`src/rtl/mul8_pkg.sv`:
```
// mul8_pkg: shared states, shift codes and sizes for the 8x8 nibble-serial multiplier
package mul8_pkg;
  localparam int W = 8;
  localparam int NIB = 4;
  localparam int STEPS = 4;
  typedef enum logic [1:0] {IDLE, ACC, HOLD} state_t;
  localparam logic [1:0] SH0 = 2'b00;
  localparam logic [1:0] SH4 = 2'b01;
  localparam logic [1:0] SH8 = 2'b10;
  localparam logic [1:0] SH_ILL = 2'b11;
endpackage

```
`src/rtl/mul4x4.sv`:
```
// mul4x4: combinational unsigned NxN multiplier with a 2N-bit product
module mul4x4 #(
  parameter int N = mul8_pkg::NIB
) (
  input  logic [N-1:0]   x,
  input  logic [N-1:0]   y,
  output logic [2*N-1:0] p
);
  assign p = x * y;
endmodule

```
`src/rtl/mul8_accum.sv`:
```
// mul8_accum: shifted 4x4 partial-product accumulator for an 8x8 multiply; MUL8_ACC_STEP_CHECK_EN adds step-pair checking
module mul8_accum #(
  parameter int W = 8,
  parameter int NIB = 4
) (
  input  logic           clk,
  input  logic           rst,
  input  logic           st,
  input  logic           step,
  input  logic           input_sela,
  input  logic           input_selb,
  input  logic [1:0]     shift_sel,
  input  logic [W-1:0]   a,
  input  logic [W-1:0]   b,
  output logic [2*W-1:0] product,
  output logic           prod_valid,
  output logic           busy,
  output logic [2:0]     step_cnt,
  output logic           err
);
  import mul8_pkg::*;
  state_t state;
  logic [W-1:0] a_q, b_q;
  logic [2*W-1:0] acc, pp16, term, sum;
  logic [NIB-1:0] na, nb;
  logic [2*NIB-1:0] pp;
  logic bad;
  logic [1:0] pair;
  assign na = input_sela ? a_q[W-1:NIB] : a_q[NIB-1:0];
  assign nb = input_selb ? b_q[W-1:NIB] : b_q[NIB-1:0];
  assign pair = {input_sela, input_selb};
  mul4x4 #(.N(NIB)) u_mul (.x(na), .y(nb), .p(pp));
  always_comb begin
    pp16 = {{(2*W-2*NIB){1'b0}}, pp};
    term = shift_sel == SH0 ? pp16 :
           shift_sel == SH4 ? pp16 << 4 :
           shift_sel == SH8 ? pp16 << 8 : '0;
    sum = acc + term;
  end
`ifdef MUL8_ACC_STEP_CHECK_EN
  logic [3:0] seen;
  logic [1:0] exp_sh;
  assign exp_sh = pair == 2'b00 ? SH0 : pair == 2'b11 ? SH8 : SH4;
  assign bad = seen[pair] || shift_sel != exp_sh;
  always_ff @(posedge clk)
    seen <= rst || (st && state != ACC) ? '0 :
            state == ACC && step ? seen | (4'b1 << pair) : seen;
`else
  assign bad = shift_sel == SH_ILL;
`endif
  always_ff @(posedge clk) begin
    if (rst) begin
      state <= IDLE;
      acc <= '0;
      a_q <= '0;
      b_q <= '0;
      product <= '0;
      prod_valid <= 1'b0;
      busy <= 1'b0;
      step_cnt <= '0;
      err <= 1'b0;
    end else if (state != ACC) begin
      if (st) begin
        a_q <= a;
        b_q <= b;
        acc <= '0;
        step_cnt <= '0;
        prod_valid <= 1'b0;
        err <= 1'b0;
        busy <= 1'b1;
        state <= ACC;
      end
    end else if (step) begin
      acc <= sum;
      step_cnt <= step_cnt + 3'd1;
      err <= err | bad;
      if (step_cnt == 3'(STEPS - 1)) begin
        product <= sum;
        prod_valid <= 1'b1;
        busy <= 1'b0;
        state <= HOLD;
      end
    end
  end
endmodule

```
`config.mk`:
```
export PLATFORM = sky130hd
export DESIGN_NAME = mul8_accum
export DESIGN_NICKNAME = d
export VERILOG_FILES = /design/src/rtl/mul8_pkg.sv /design/src/rtl/mul4x4.sv /design/src/rtl/mul8_accum.sv
export SDC_FILE = /design/constraint.sdc
export NUM_CORES = 1
export LEC_CHECK = 0
export ABC_AREA = 1
export CORE_MARGIN = 1.5
export CORE_UTILIZATION = 40
export DETAILED_ROUTE_END_ITERATION = 12
export PLACE_DENSITY = 0.69
export SYNTH_ARGS = -nofsm -noshare
export SYNTH_HDL_FRONTEND = slang
export SYNTH_SLANG_ARGS = --single-unit
export TNS_END_PERCENT = 20
```
`constraint.sdc`:
```
create_clock -name clk -period 17.34 [get_ports clk]
set_clock_uncertainty 0.15 [all_clocks]
set_input_delay 4.335 -clock clk [delete_from_list [all_inputs] [get_ports clk]]
set_output_delay 4.335 -clock clk [all_outputs]
set_load 0.03 [all_outputs]
```
==> reports/metrics.yaml, run 1 <==
run_status:
  status: "finished, final reports clean"
floorplanning:
  core_area_um2: 8260
  initial_core_util_pct: 41.6
  die_x_um: 95.7
  top_level_ports: 46
  dieArea_um2: 9150
  row_count: 33
  die_y_um: 95.7
clock_network:
  clkTransAtPathRegs_ns: 0.11
  clkSinkCount: 54
  cts_buffers: 5
  cts-resized-gates: 0
  cts_tree: "yes"
  cts_setup_buffers: 0
  clk-insertion-delay-late_ns: 0.31
  root_buffer: "clkbuf_8"
  cts_max_level: 2
  postCtsHoldBufs: 0
  cts_buffer_depth: 2
global_routing:
  grt_pass1_vias: 3032
  grt_pass1_wl_mm: 14.2
  grt_use_total_pct: 19.9
  antenna_found_initial: 0
  grt_start_max_net_pins: 31
  overflow: 0
worst_setup_path:
  r2r_start: "a_q[5]$_SDFFE_PP0P_"
  endpoint: "product[11]$_SDFFE_PP0P_"
  critPathLaunch: "input_sela"
  rrSetupSlack_ns: 12.32
  arrival_ns: 9.40
  cp.required_ns: 17.45
  crit_fanout: 7
  critPathLaunchType: "primary input"
  path_class: "primary input to register"
  r2r-end: "product[11]$_SDFFE_PP0P_"
  r2r_cells: 26
  end_kind: "register"
job:
  drv_cap: 0
timing:
  slew_violations: 0
  hold_viol: 0
  finalSetupViolCount: 0
  worst_pin_slew_ns: 1.14
  fin_hold_ws_ns: 0.313
  fmax_mhz: 108
  relSlewSlack_pct: 23.6
  period_share_pct: 53.6
  setup_tns_ns: 0
  layout_min_cycle_time_ns: 9.29
  rsz0062_at_grt: "no"
power:
  p_per_area_nw_per_um2: 67.1
  p_comb_share_pct: 20.1
  leakagePower_nw: 1.93
  peakVddDrop_uv: 41.5
  p_total_w: 0.000272
  p_clk_share_pct: 32.3
  p_seq_share_pct: 47.6
  switchingPower_w: 0.0000810
  intPower_w: 0.000191
  swShare_pct: 29.7
logic_synthesis:
  synth_top_flop_cell: "dfxtp_1"
  synthTopCellsByCount: "nand2_1 (104), inv_1 (66), dfxtp_1 (54)"
  synth_edf_count: 0
  synth_most_common_cell: "nand2_1"
  netlist_instances: 489
  syn_area_um2: 3440
  ys_types: 35
  synth.net_count: 547
  ys_ff_latch: 54
  synth_top_area_share_pct: 31.5
  synth_top_cell_by_area: "dfxtp_1"
  synth_area_per_cell_um2: 7.03
  ys_warn_count: 0
  ys_async_sr_fraction_pct: 0
  yosysSeqAreaShare_pct: 31.5
  synth_area_leaders: "dfxtp_1 (31%), nand2_1 (11%), ha_1 (11%)"
placed_design:
  finalWeightedCongestion: 0.880
  numPortBuffers: 45
  hpwl_mm: 6.30
  placed_cell_area_um2: 3950
routing:
  first_pass_iters: 6
  ant_nets: 0
  vias: 3228
  viasPerCell: 5.09
  initialDrtViolationCount: 265
  drc: 0
  wl_per_cell_um: 13.4
  drt-total-wl_mm: 8.50
final_layout:
  design_area_um2: 4060
  nets: 586
  finish.utilization_pct: 49.2
  area_growth_pct: 18.1
  antenna_cells: 0
  nFillCells: 843
  register_area_um2: 1080
  multi_input_area_um2: 2020
  drive_gt1_share_pct: 6.24
min_path:
  worstHoldPathType: "register to register"
  hp-start: "a_q[4]$_SDFFE_PP0P_"
==> metrics by stage <==
stage	setup WS [ns]	cells
floorplan	8.82	489
global route	7.67	634
CTS	8.10	634
detailed placement	7.79	626
finish	8.05	634
global placement	7.88	626
==> power by group through the flow <==
stage	Clock (W)	Sequential, W	Combinational, W
2_1_floorplan	0	0.000133	0.0000365
3_3_place_gp	0	0.000133	0.0000529
3_5_place_dp	0	0.000133	0.0000538
4_1_cts	0.0000899	0.000130	0.0000543
5_1_grt	0.0000949	0.000130	0.0000611
6_report	0.0000880	0.000130	0.0000547
==> per-layer routing <==
metal	GRT usage [%]	vias up	wire length [um]
met5	0	-	0
met4	6.00	0	161
met3	2.87	17	457
met2	31.5	99	3790
met1	27.8	1465	4100
li1	-	1647	-
==> registers in the layout, summed over array words and instances, names as in the netlist <==
signal / cells
step_cnt: 3
prod_valid: 1
state: 1
product: 16
err: 1
acc: 16
a_q: 8
b_q: 8
==> area by class of cell <==
class / count / area share, %
flip-flops and latches: 54 / 26.6
multi-input cells: 352 / 49.7
inverters: 70 / 6.60
clock inverters: 2 / 0.925
well taps: 105 / 3.24
clock buffers: 6 / 1.79
repair buffers: 45 / 11.1
==> worst min-delay path by stage <==
stage                           to  slack [ns]  cells after the start
3_3_place_gp   a_q[4]$_SDFFE_PP0P_        0.29                      2
4_1_cts        a_q[4]$_SDFFE_PP0P_        0.32                      2
2_1_floorplan  a_q[4]$_SDFFE_PP0P_        0.28                      2
5_1_grt        a_q[5]$_SDFFE_PP0P_        0.33                      2
6_report       a_q[4]$_SDFFE_PP0P_        0.31                      2
3_5_place_dp   a_q[5]$_SDFFE_PP0P_        0.30                      2
==> cell usage in the layout (no fill, tap or decap) <==
cell type,synthesis,routed
nand2_4,1,1
dfxtp_1,54,54
o21bai_2,1,1
inv_4,2,2
clkbuf_8,0,5
inv_2,2,2
nand2_1,104,104
or2_2,4,4
a31oi_1,1,1
nand3b_1,1,1
o22ai_1,9,9
fa_1,5,5
a21o_1,1,1
and2_1,2,2
bufinv_16,0,1
nor2_4,2,2
o21a_1,4,4
clkinvlp_4,0,1
ha_1,29,29
nor2_2,1,1
xnor2_1,5,5
clkdlybuf4s50_1,0,45
o21ai_1,1,1
mux2i_1,1,1
o21ai_0,34,34
o211ai_1,2,2
o21bai_1,8,8
nand3_1,15,15
nor3_1,2,2
inv_1,66,66
nand2_2,10,10
xor2_1,6,6
nand4_1,2,2
clkbuf_1,5,1
a21oi_2,3,3
nor2_1,52,52
a21oi_1,46,46
==> cell families (layout without fill, tap and decap cells) <==
group | Yosys count | in the layout | share of synthesized area (%)
adders and majority gates | 34 | 34 | 13.5
buffers and inverters | 83 | 123 | 9.80
muxes | 1 | 1 | 0.291
xor gates and xnor gates | 11 | 11 | 2.80
and+or+nand+nor | 196 | 196 | 24.2
AOI/OAI and AO/OA | 110 | 110 | 18.0
DFF | 54 | 54 | 31.5
==> worst max-delay path, cell delays in order <==
cell	delay (ns)
clkdlybuf4s50_1	0.53
nand2_1	0.12
o21ai_0	0.21
or2_2	0.37
fa_1	0.50
inv_1	0.05
fa_1	0.56
inv_1	0.06
fa_1	0.42
or2_2	0.32
nand2_1	0.07
a21oi_1	0.08
xor2_1	0.24
o22ai_1	0.14
ha_1	0.36
nand2_1	0.09
nand2_1	0.09
a21oi_1	0.16
nand2_2	0.11
a21oi_2	0.18
inv_1	0.05
nand2_1	0.07
nand2_1	0.05
nand2_1	0.05
o211ai_1	0.07
inv_1	0.08
Note: power is estimated with default switching activity, not from simulation.
==> run 2: changes to the inputs <==
==> constraint.sdc (replaced) <==
create_clock -name clk -period 9.7 [get_ports clk]
set_clock_uncertainty 0.15 [all_clocks]
set_input_delay 2.425 -clock clk [delete_from_list [all_inputs] [get_ports clk]]
set_output_delay 2.425 -clock clk [all_outputs]
set_load 0.03 [all_outputs]
==> run 2 against run 1 <==
Net effect: via count is 0.81% lower; setup slack worse by 5.7 ns; critical path depth is 2 lower; register-to-register slack worse by 7.6 ns; critical path type unchanged.
==> reports/metrics.yaml, run 2 (synthesis gave the netlist of run 1 again) <==
clock_network:
  root_buffer: "clkbuf_8"  # unchanged
  cts_buffer_depth: 2  # unchanged
  cts_setup_buffers: 0  # unchanged
  cts_buffers: 5  # unchanged
  postCtsHoldBufs: 0  # unchanged
  cts_max_level: 2  # unchanged
  clkTransAtPathRegs_ns: 0.10  # was 0.11 ns
  cts_tree: "yes"  # unchanged
  cts-resized-gates: 0  # unchanged
  clk-insertion-delay-late_ns: 0.31  # about the same
  clkSinkCount: 54  # unchanged
run_status:
  status: "finished, final reports clean"  # unchanged
final_layout:
  layout_common_cells: "nand2_1 (104), inv_1 (66), dfxtp_1 (54)"  # unchanged
  register_area_um2: 1080  # unchanged
  nFillCells: 845  # was 843
  final_common_cell: "nand2_1"  # unchanged
  drive_gt1_share_pct: 6.24  # unchanged
  area_growth_pct: 18.1  # unchanged
  finish.utilization_pct: 49.2  # unchanged
  nets: 586  # unchanged
  design_area_um2: 4060  # unchanged
  multi_input_area_um2: 2020  # unchanged
  antenna_cells: 0  # unchanged
  reg_top3: "acc x16, product x16"  # unchanged
placed_design:
  hpwl_mm: 6.33  # was 6.30 mm
  finalWeightedCongestion: 0.880  # unchanged
  placed_cell_area_um2: 3950  # unchanged
  numPortBuffers: 45  # unchanged
worst_setup_path:
  endpoint: "product[11]$_SDFFE_PP0P_"  # unchanged
  rrSetupSlack_ns: 4.75  # was 12.32 ns
  path_class: "primary input to register"  # unchanged
  r2r_cells: 25  # was 26
  critPathLaunch: "input_sela"  # unchanged
  max_stage_delay_ns: 0.61  # was 0.56 ns
  critPathLaunchType: "primary input"  # unchanged
  crit_path_cell_trace: "clkdlybuf4s50_1, o21ai_0, or2_2, fa_1, inv_1, fa_1, inv_1, fa_1, or2_2, nand2_1, a21oi_1, xor2_1, o22ai_1, ha_1, nand2_1, nand2_1, a21oi_1, nand2_2, a21oi_2, nand2_1, nand2_1, nand2_1, o211ai_1, inv_1"
  r2r-end: "product[11]$_SDFFE_PP0P_"  # unchanged
  r2r_start: "a_q[5]$_SDFFE_PP0P_"  # unchanged
  crit_fanout: 7  # unchanged
  arrival_ns: 7.38  # was 9.40 ns
  crit_slowest_cell: "clkdlybuf4s50_1"  # was fa_1
  cp.required_ns: 9.76  # was 17.45 ns
  cp_common_cell: "nand2_1"  # unchanged
  end_kind: "register"  # unchanged
floorplanning:
  initial_core_util_pct: 41.6  # unchanged
  core_area_um2: 8260  # unchanged
  die_y_um: 95.7  # unchanged
  row_count: 33  # unchanged
  die_x_um: 95.7  # unchanged
  top_level_ports: 46  # unchanged
  dieArea_um2: 9150  # unchanged
power:
  p_total_w: 0.000486  # was 0.000272 W
  p_per_area_nw_per_um2: 120  # was 67.1 nW/um^2
  leakagePower_nw: 1.93  # unchanged
  peakVddDrop_uv: 63.6  # was 41.5 uV
job:
  drv_cap: 0  # unchanged
routing:
  drt-total-wl_mm: 8.43  # was 8.50 mm
  viasPerCell: 5.05  # was 5.09
  wl_per_cell_um: 13.3  # was 13.4 um
  drc: 0  # unchanged
  first_pass_iters: 5  # was 6
  ant_nets: 0  # unchanged
  vias: 3202  # was 3228
  initialDrtViolationCount: 216  # was 265
global_routing:
  overflow: 0  # unchanged
  grt_start_max_net_pins: 31  # unchanged
  grt_pass1_vias: 3000  # was 3032
  grt_use_total_pct: 19.9  # about the same
  antenna_found_initial: 0  # unchanged
  grt_pass1_wl_mm: 14.2  # about the same
timing:
  fmax_mhz: 137
  slew_violations: 0  # unchanged
  hold_viol: 0  # unchanged
  worst_pin_slew_ns: 1.10  # was 1.14 ns
  finalSetupViolCount: 0  # unchanged
  setup_tns_ns: 0  # unchanged
  fin_hold_ws_ns: 0.312  # was 0.313 ns
  layout_min_cycle_time_ns: 7.32
  relSlewSlack_pct: 26.6  # was 23.6%
  rsz0062_at_grt: "no"  # unchanged
  period_share_pct: 75.5
min_path:
  worstHoldPathType: "register to register"  # unchanged
[run 2: cell counts in the layout (fill, tap and decap cells not counted)]
Identical to the previous run, type by type.
[run 2: critical path: cells and delay by family]
| kind | cells | cell delay, ns |
|---|---|---|
| fa+ha+maj | 4 | 1.86 |
| simple gates | 9 | 1.22 |
| xor+xnor | 1 | 0.24 |
| compound gates | 6 | 0.86 |
| buf+inv | 4 | 0.77 |
[run 2: per-layer routing]
metal	vias to the layer above	routed length [um]	global-route usage [%]	part of all wire, %
li1	1646	-	-	-
met1	1443	4210	27.9	50
met2	95	3650	31.7	43
met3	18	393	3.03	4.7
met4	0	168	5.27	2.0
met5	-	0	0	0
[run 2: worst min-delay path by stage]
stage	endpoint	cells after the start	slack, ns	startpoint
2_1_floorplan	a_q[4]$_SDFFE_PP0P_	2	0.28	a_q[4]$_SDFFE_PP0P_
3_3_place_gp	a_q[4]$_SDFFE_PP0P_	2	0.29	a_q[4]$_SDFFE_PP0P_
3_5_place_dp	a_q[5]$_SDFFE_PP0P_	2	0.30	a_q[5]$_SDFFE_PP0P_
6_report	a_q[4]$_SDFFE_PP0P_	2	0.31	a_q[4]$_SDFFE_PP0P_
5_1_grt	a_q[5]$_SDFFE_PP0P_	2	0.33	a_q[5]$_SDFFE_PP0P_
4_1_cts	a_q[4]$_SDFFE_PP0P_	2	0.32	a_q[4]$_SDFFE_PP0P_
[run 2: through the flow]
| stage | setup WS, ns | std cells |
|---|---|---|
| 2_1_floorplan | 3.09 | 489 |
| 3_3_place_gp | 2.15 | 626 |
| 3_5_place_dp | 2.10 | 626 |
| 4_1_cts | 2.43 | 634 |
| 5_1_grt | 2.00 | 634 |
| 6_report | 2.38 | 634 |
[run 2: where the power goes]
part / total [W] / switching [W] / internal, W
clock: 0.000156 / 0.0000791 / 0.0000772
sequential: 0.000232 / 0.00000327 / 0.000229
combinational: 0.0000973 / 0.0000613 / 0.0000360
total: 0.000486 / 0.000144 / 0.000342
[run 2: layout make-up]
| type | instances | area share (%) |
|---|---|---|
| flip-flops and latches | 54 | 26.6 |
| clock inverters | 2 | 0.925 |
| well taps | 105 | 3.24 |
| repair buffers | 45 | 11.1 |
| multi-input cells | 352 | 49.7 |
| inverters | 70 | 6.60 |
| clock buffers | 6 | 1.79 |
==> run 3: changes to the inputs <==
--- a/config.mk
+++ b/config.mk
@@ -9,7 +9,7 @@
 export CORE_MARGIN = 1.5
 export CORE_UTILIZATION = 40
 export DETAILED_ROUTE_END_ITERATION = 12
-export PLACE_DENSITY = 0.69
+export PLACE_DENSITY = 0.71
 export SYNTH_ARGS = -nofsm -noshare
 export SYNTH_HDL_FRONTEND = slang
 export SYNTH_SLANG_ARGS = --single-unit
==> constraint.sdc (replaced) <==
create_clock -name clk -period 6.4 [get_ports clk]
set_clock_uncertainty 0.15 [all_clocks]
set_input_delay 1.6 -clock clk [delete_from_list [all_inputs] [get_ports clk]]
set_output_delay 1.6 -clock clk [all_outputs]
set_load 0.03 [all_outputs]
==> run 3 against run 2 <==
Net effect: power grew 55%; sequential share of layout area shrank 0.75 points; global-route usage grew 0.99 points; critical path depth is the same; cell count grew 2.2%; largest cell class unchanged; design area grew 2.9%; combinational power grew 65%; setup slack lost 2.0 ns; sequential power grew 52%; clock power grew 54%; worst hold slack gained 0.0043 ns.
==> reports/metrics.yaml, run 3 (synthesis gave the netlist of run 1 again) <==
worst_setup_path:
  worstPathBufferInverterCount: 4  # unchanged
  crit_fanout: 8  # was 7
  path_class: "primary input to register"  # unchanged
  crit_path_cell_trace: "dlymetal6s2s_1, nand2_1, o21ai_0, or2_2, fa_1, inv_1, fa_1, inv_1, fa_1, or2_2, nand2_1, a21oi_1, xor2_1, o22ai_1, ha_1, nand2_1, o21ai_0, nand2_1, nand3_1, nand2_1, nand2_1, nand2_1, o211ai_1, inv_1"  # was clkdlybuf4s50_1, o21ai_0, or2_2, fa_1, inv_1, fa_1, inv_1, fa_1, or2_2, nand2_1, a21oi_1, xor2_1, o22ai_1, ha_1, nand2_1, nand2_1, a21oi_1, nand2_2, a21oi_2, nand2_1, nand2_1, nand2_1, o211ai_1, inv_1
  critPathLaunchType: "primary input"  # unchanged
  crit_slowest_cell: "fa_1"  # was clkdlybuf4s50_1
  end_kind: "register"  # unchanged
  arrival_ns: 6.11  # was 7.38 ns
  cp.required_ns: 6.47  # was 9.76 ns
  cp_common_cell: "nand2_1"  # unchanged
  max_stage_delay_ns: 0.56  # was 0.61 ns
  cp_top_family: "adder cells"  # unchanged
timing:
  setup_ws_ns: 0.362  # was 2.38 ns
  layout_min_cycle_time_ns: 6.04
  period_share_pct: 94.3
  fmax_mhz: 166
  finalSetupViolCount: 0  # unchanged
  fin_hold_ws_ns: 0.316  # was 0.312 ns
  slew_violations: 0  # unchanged
  relSlewSlack_pct: 24.2  # was 26.6%
  worst_pin_slew_ns: 1.13  # was 1.10 ns
  hold_viol: 0  # unchanged
power:
  intPower_w: 0.000529  # was 0.000342 W
  p_per_area_nw_per_um2: 181  # was 120 nW/um^2
  p_clk_share_pct: 31.9  # was 32.2%
  p_comb_share_pct: 21.4  # was 20.0%
  leakagePower_nw: 2.02  # was 1.93 nW
  switchingPower_w: 0.000225  # was 0.000144 W
  swShare_pct: 29.8  # was 29.6%
  p_seq_share_pct: 46.7  # was 47.8%
  peakVddDrop_uv: 108  # was 63.6 uV
routing:
  drc: 0  # unchanged
  initialDrtViolationCount: 181  # was 216
  viasPerCell: 5.07  # was 5.05
  first_pass_iters: 4  # was 5
  vias: 3286  # was 3202
  drt-total-wl_mm: 8.80  # was 8.43 mm
  ant_nets: 0  # unchanged
  wl_per_cell_um: 13.6  # was 13.3 um
global_routing:
  use_met3_pct: 2.71  # was 3.03%
  grt_pass1_vias: 3207  # was 3000
  use_met2_pct: 34.4  # was 31.7%
  met1_usage_pct: 29.0  # was 27.9%
  grt-busiest-layer: "met2"  # unchanged
  grt_use_total_pct: 20.9  # was 19.9%
  overflow: 0  # unchanged
  grt_pass1_wl_mm: 14.9  # was 14.2 mm
  grt_start_max_net_pins: 31  # unchanged
  antenna_found_initial: 0  # unchanged
placed_design:
  numPortBuffers: 45  # unchanged
  dp_slack_ns: -0.355  # was 2.10 ns
  hpwl_mm: 6.62  # was 6.33 mm
  finalWeightedCongestion: 0.927  # was 0.880
final_layout:
  area_growth_pct: 21.6  # was 18.1%
  nets: 600  # was 586
  multi_input_area_um2: 2030  # was 2020 um^2
  register_area_um2: 1080  # unchanged
  nFillCells: 827  # was 845
  reg_top3: "acc x16, product x16"  # unchanged
  final_common_cell: "nand2_1"  # unchanged
  layout_common_cells: "nand2_1 (104), inv_1 (66), dfxtp_1 (54)"  # unchanged
  finish.utilization_pct: 50.6  # was 49.2%
  drive_gt1_share_pct: 8.84  # was 6.24%
  antenna_cells: 0  # unchanged
clock_network:
  root_buffer: "clkbuf_8"  # unchanged
  clkTransAtPathRegs_ns: 0.10  # about the same
  clkSinkCount: 54  # unchanged
  postCtsHoldBufs: 0  # unchanged
  cts-resized-gates: 0  # unchanged
  cts_buffers: 5  # unchanged
  cts_max_level: 2  # unchanged
  cts_tree: "yes"  # unchanged
  clk-insertion-delay-late_ns: 0.32  # was 0.31 ns
  cts_buffer_depth: 2  # unchanged
  cts_setup_buffers: 0  # unchanged
floorplanning:
  die_y_um: 95.7  # unchanged
  dieArea_um2: 9150  # unchanged
  top_level_ports: 46  # unchanged
  die_x_um: 95.7  # unchanged
  row_count: 33  # unchanged
  core_area_um2: 8260  # unchanged
  initial_core_util_pct: 41.6  # unchanged
run_status:
  status: "finished, final reports clean"  # unchanged
job:
  drv_cap: 0  # unchanged
min_path:
  worstHoldPathType: "register to register"  # unchanged
-- run 3: worst paths after layout --
| path | startpoint | endpoint | slack, ns | cells past startpoint |
|---|---|---|---|---|
| setup / recovery | input_selb | product[12]$_SDFFE_PP0P_ | 0.36 | 24 |
| hold reg to reg | b_q[7]$_SDFFE_PP0P_ | b_q[7]$_SDFFE_PP0P_ | 0.32 | 2 |
| hold / removal | b_q[7]$_SDFFE_PP0P_ | b_q[7]$_SDFFE_PP0P_ | 0.32 | 2 |
| setup reg to reg | b_q[7]$_SDFFE_PP0P_ | product[12]$_SDFFE_PP0P_ | 1.51 | 24 |
-- run 3: area by class of cell --
class	instances	area share, %
clock buffer	6	1.74
clock inverter	2	0.899
inverter	70	6.41
multi-input combinational	352	48.5
sequential	54	25.9
tap	105	3.15
timing repair buffer	59	13.4
-- run 3: routing by layer --
layer	part of all wire, %	routed length, um
met2	45	3980
met5	0	0
met1	49	4320
met4	1.2	102
met3	4.4	388
-- run 3: tightest hold or removal path, delay by kind of cell, from the launching register on --
family                 cells  cell delay (ns)
AOI/OAI and AO/OA          1             0.06
buffers and inverters      1             0.06
DFF                        1             0.31
-- run 3: stage by stage --
| step | power, W | TNS [ns] | instance area (um^2) | cells |
|---|---|---|---|---|
| after floorplan | 0.000459 | 0 | 3440 | 489 |
| after global placement | 0.000516 | -2.02 | 4050 | 640 |
| final | 0.000754 | 0 | 4180 | 648 |
| after global routing | 0.000790 | -0.00265 | 4180 | 648 |
| after detailed placement | 0.000518 | -3.91 | 4050 | 640 |
| after CTS | 0.000756 | 0 | 4160 | 648 |
-- run 3: power by group through the flow --
stage	sequential, W	combinational, W	clock (W)
finish	0.000352	0.000161	0.000241
CTS	0.000352	0.000160	0.000244
detailed placement	0.000359	0.000158	0
global route	0.000353	0.000180	0.000256
global placement	0.000359	0.000156	0
floorplan	0.000360	0.0000990	0
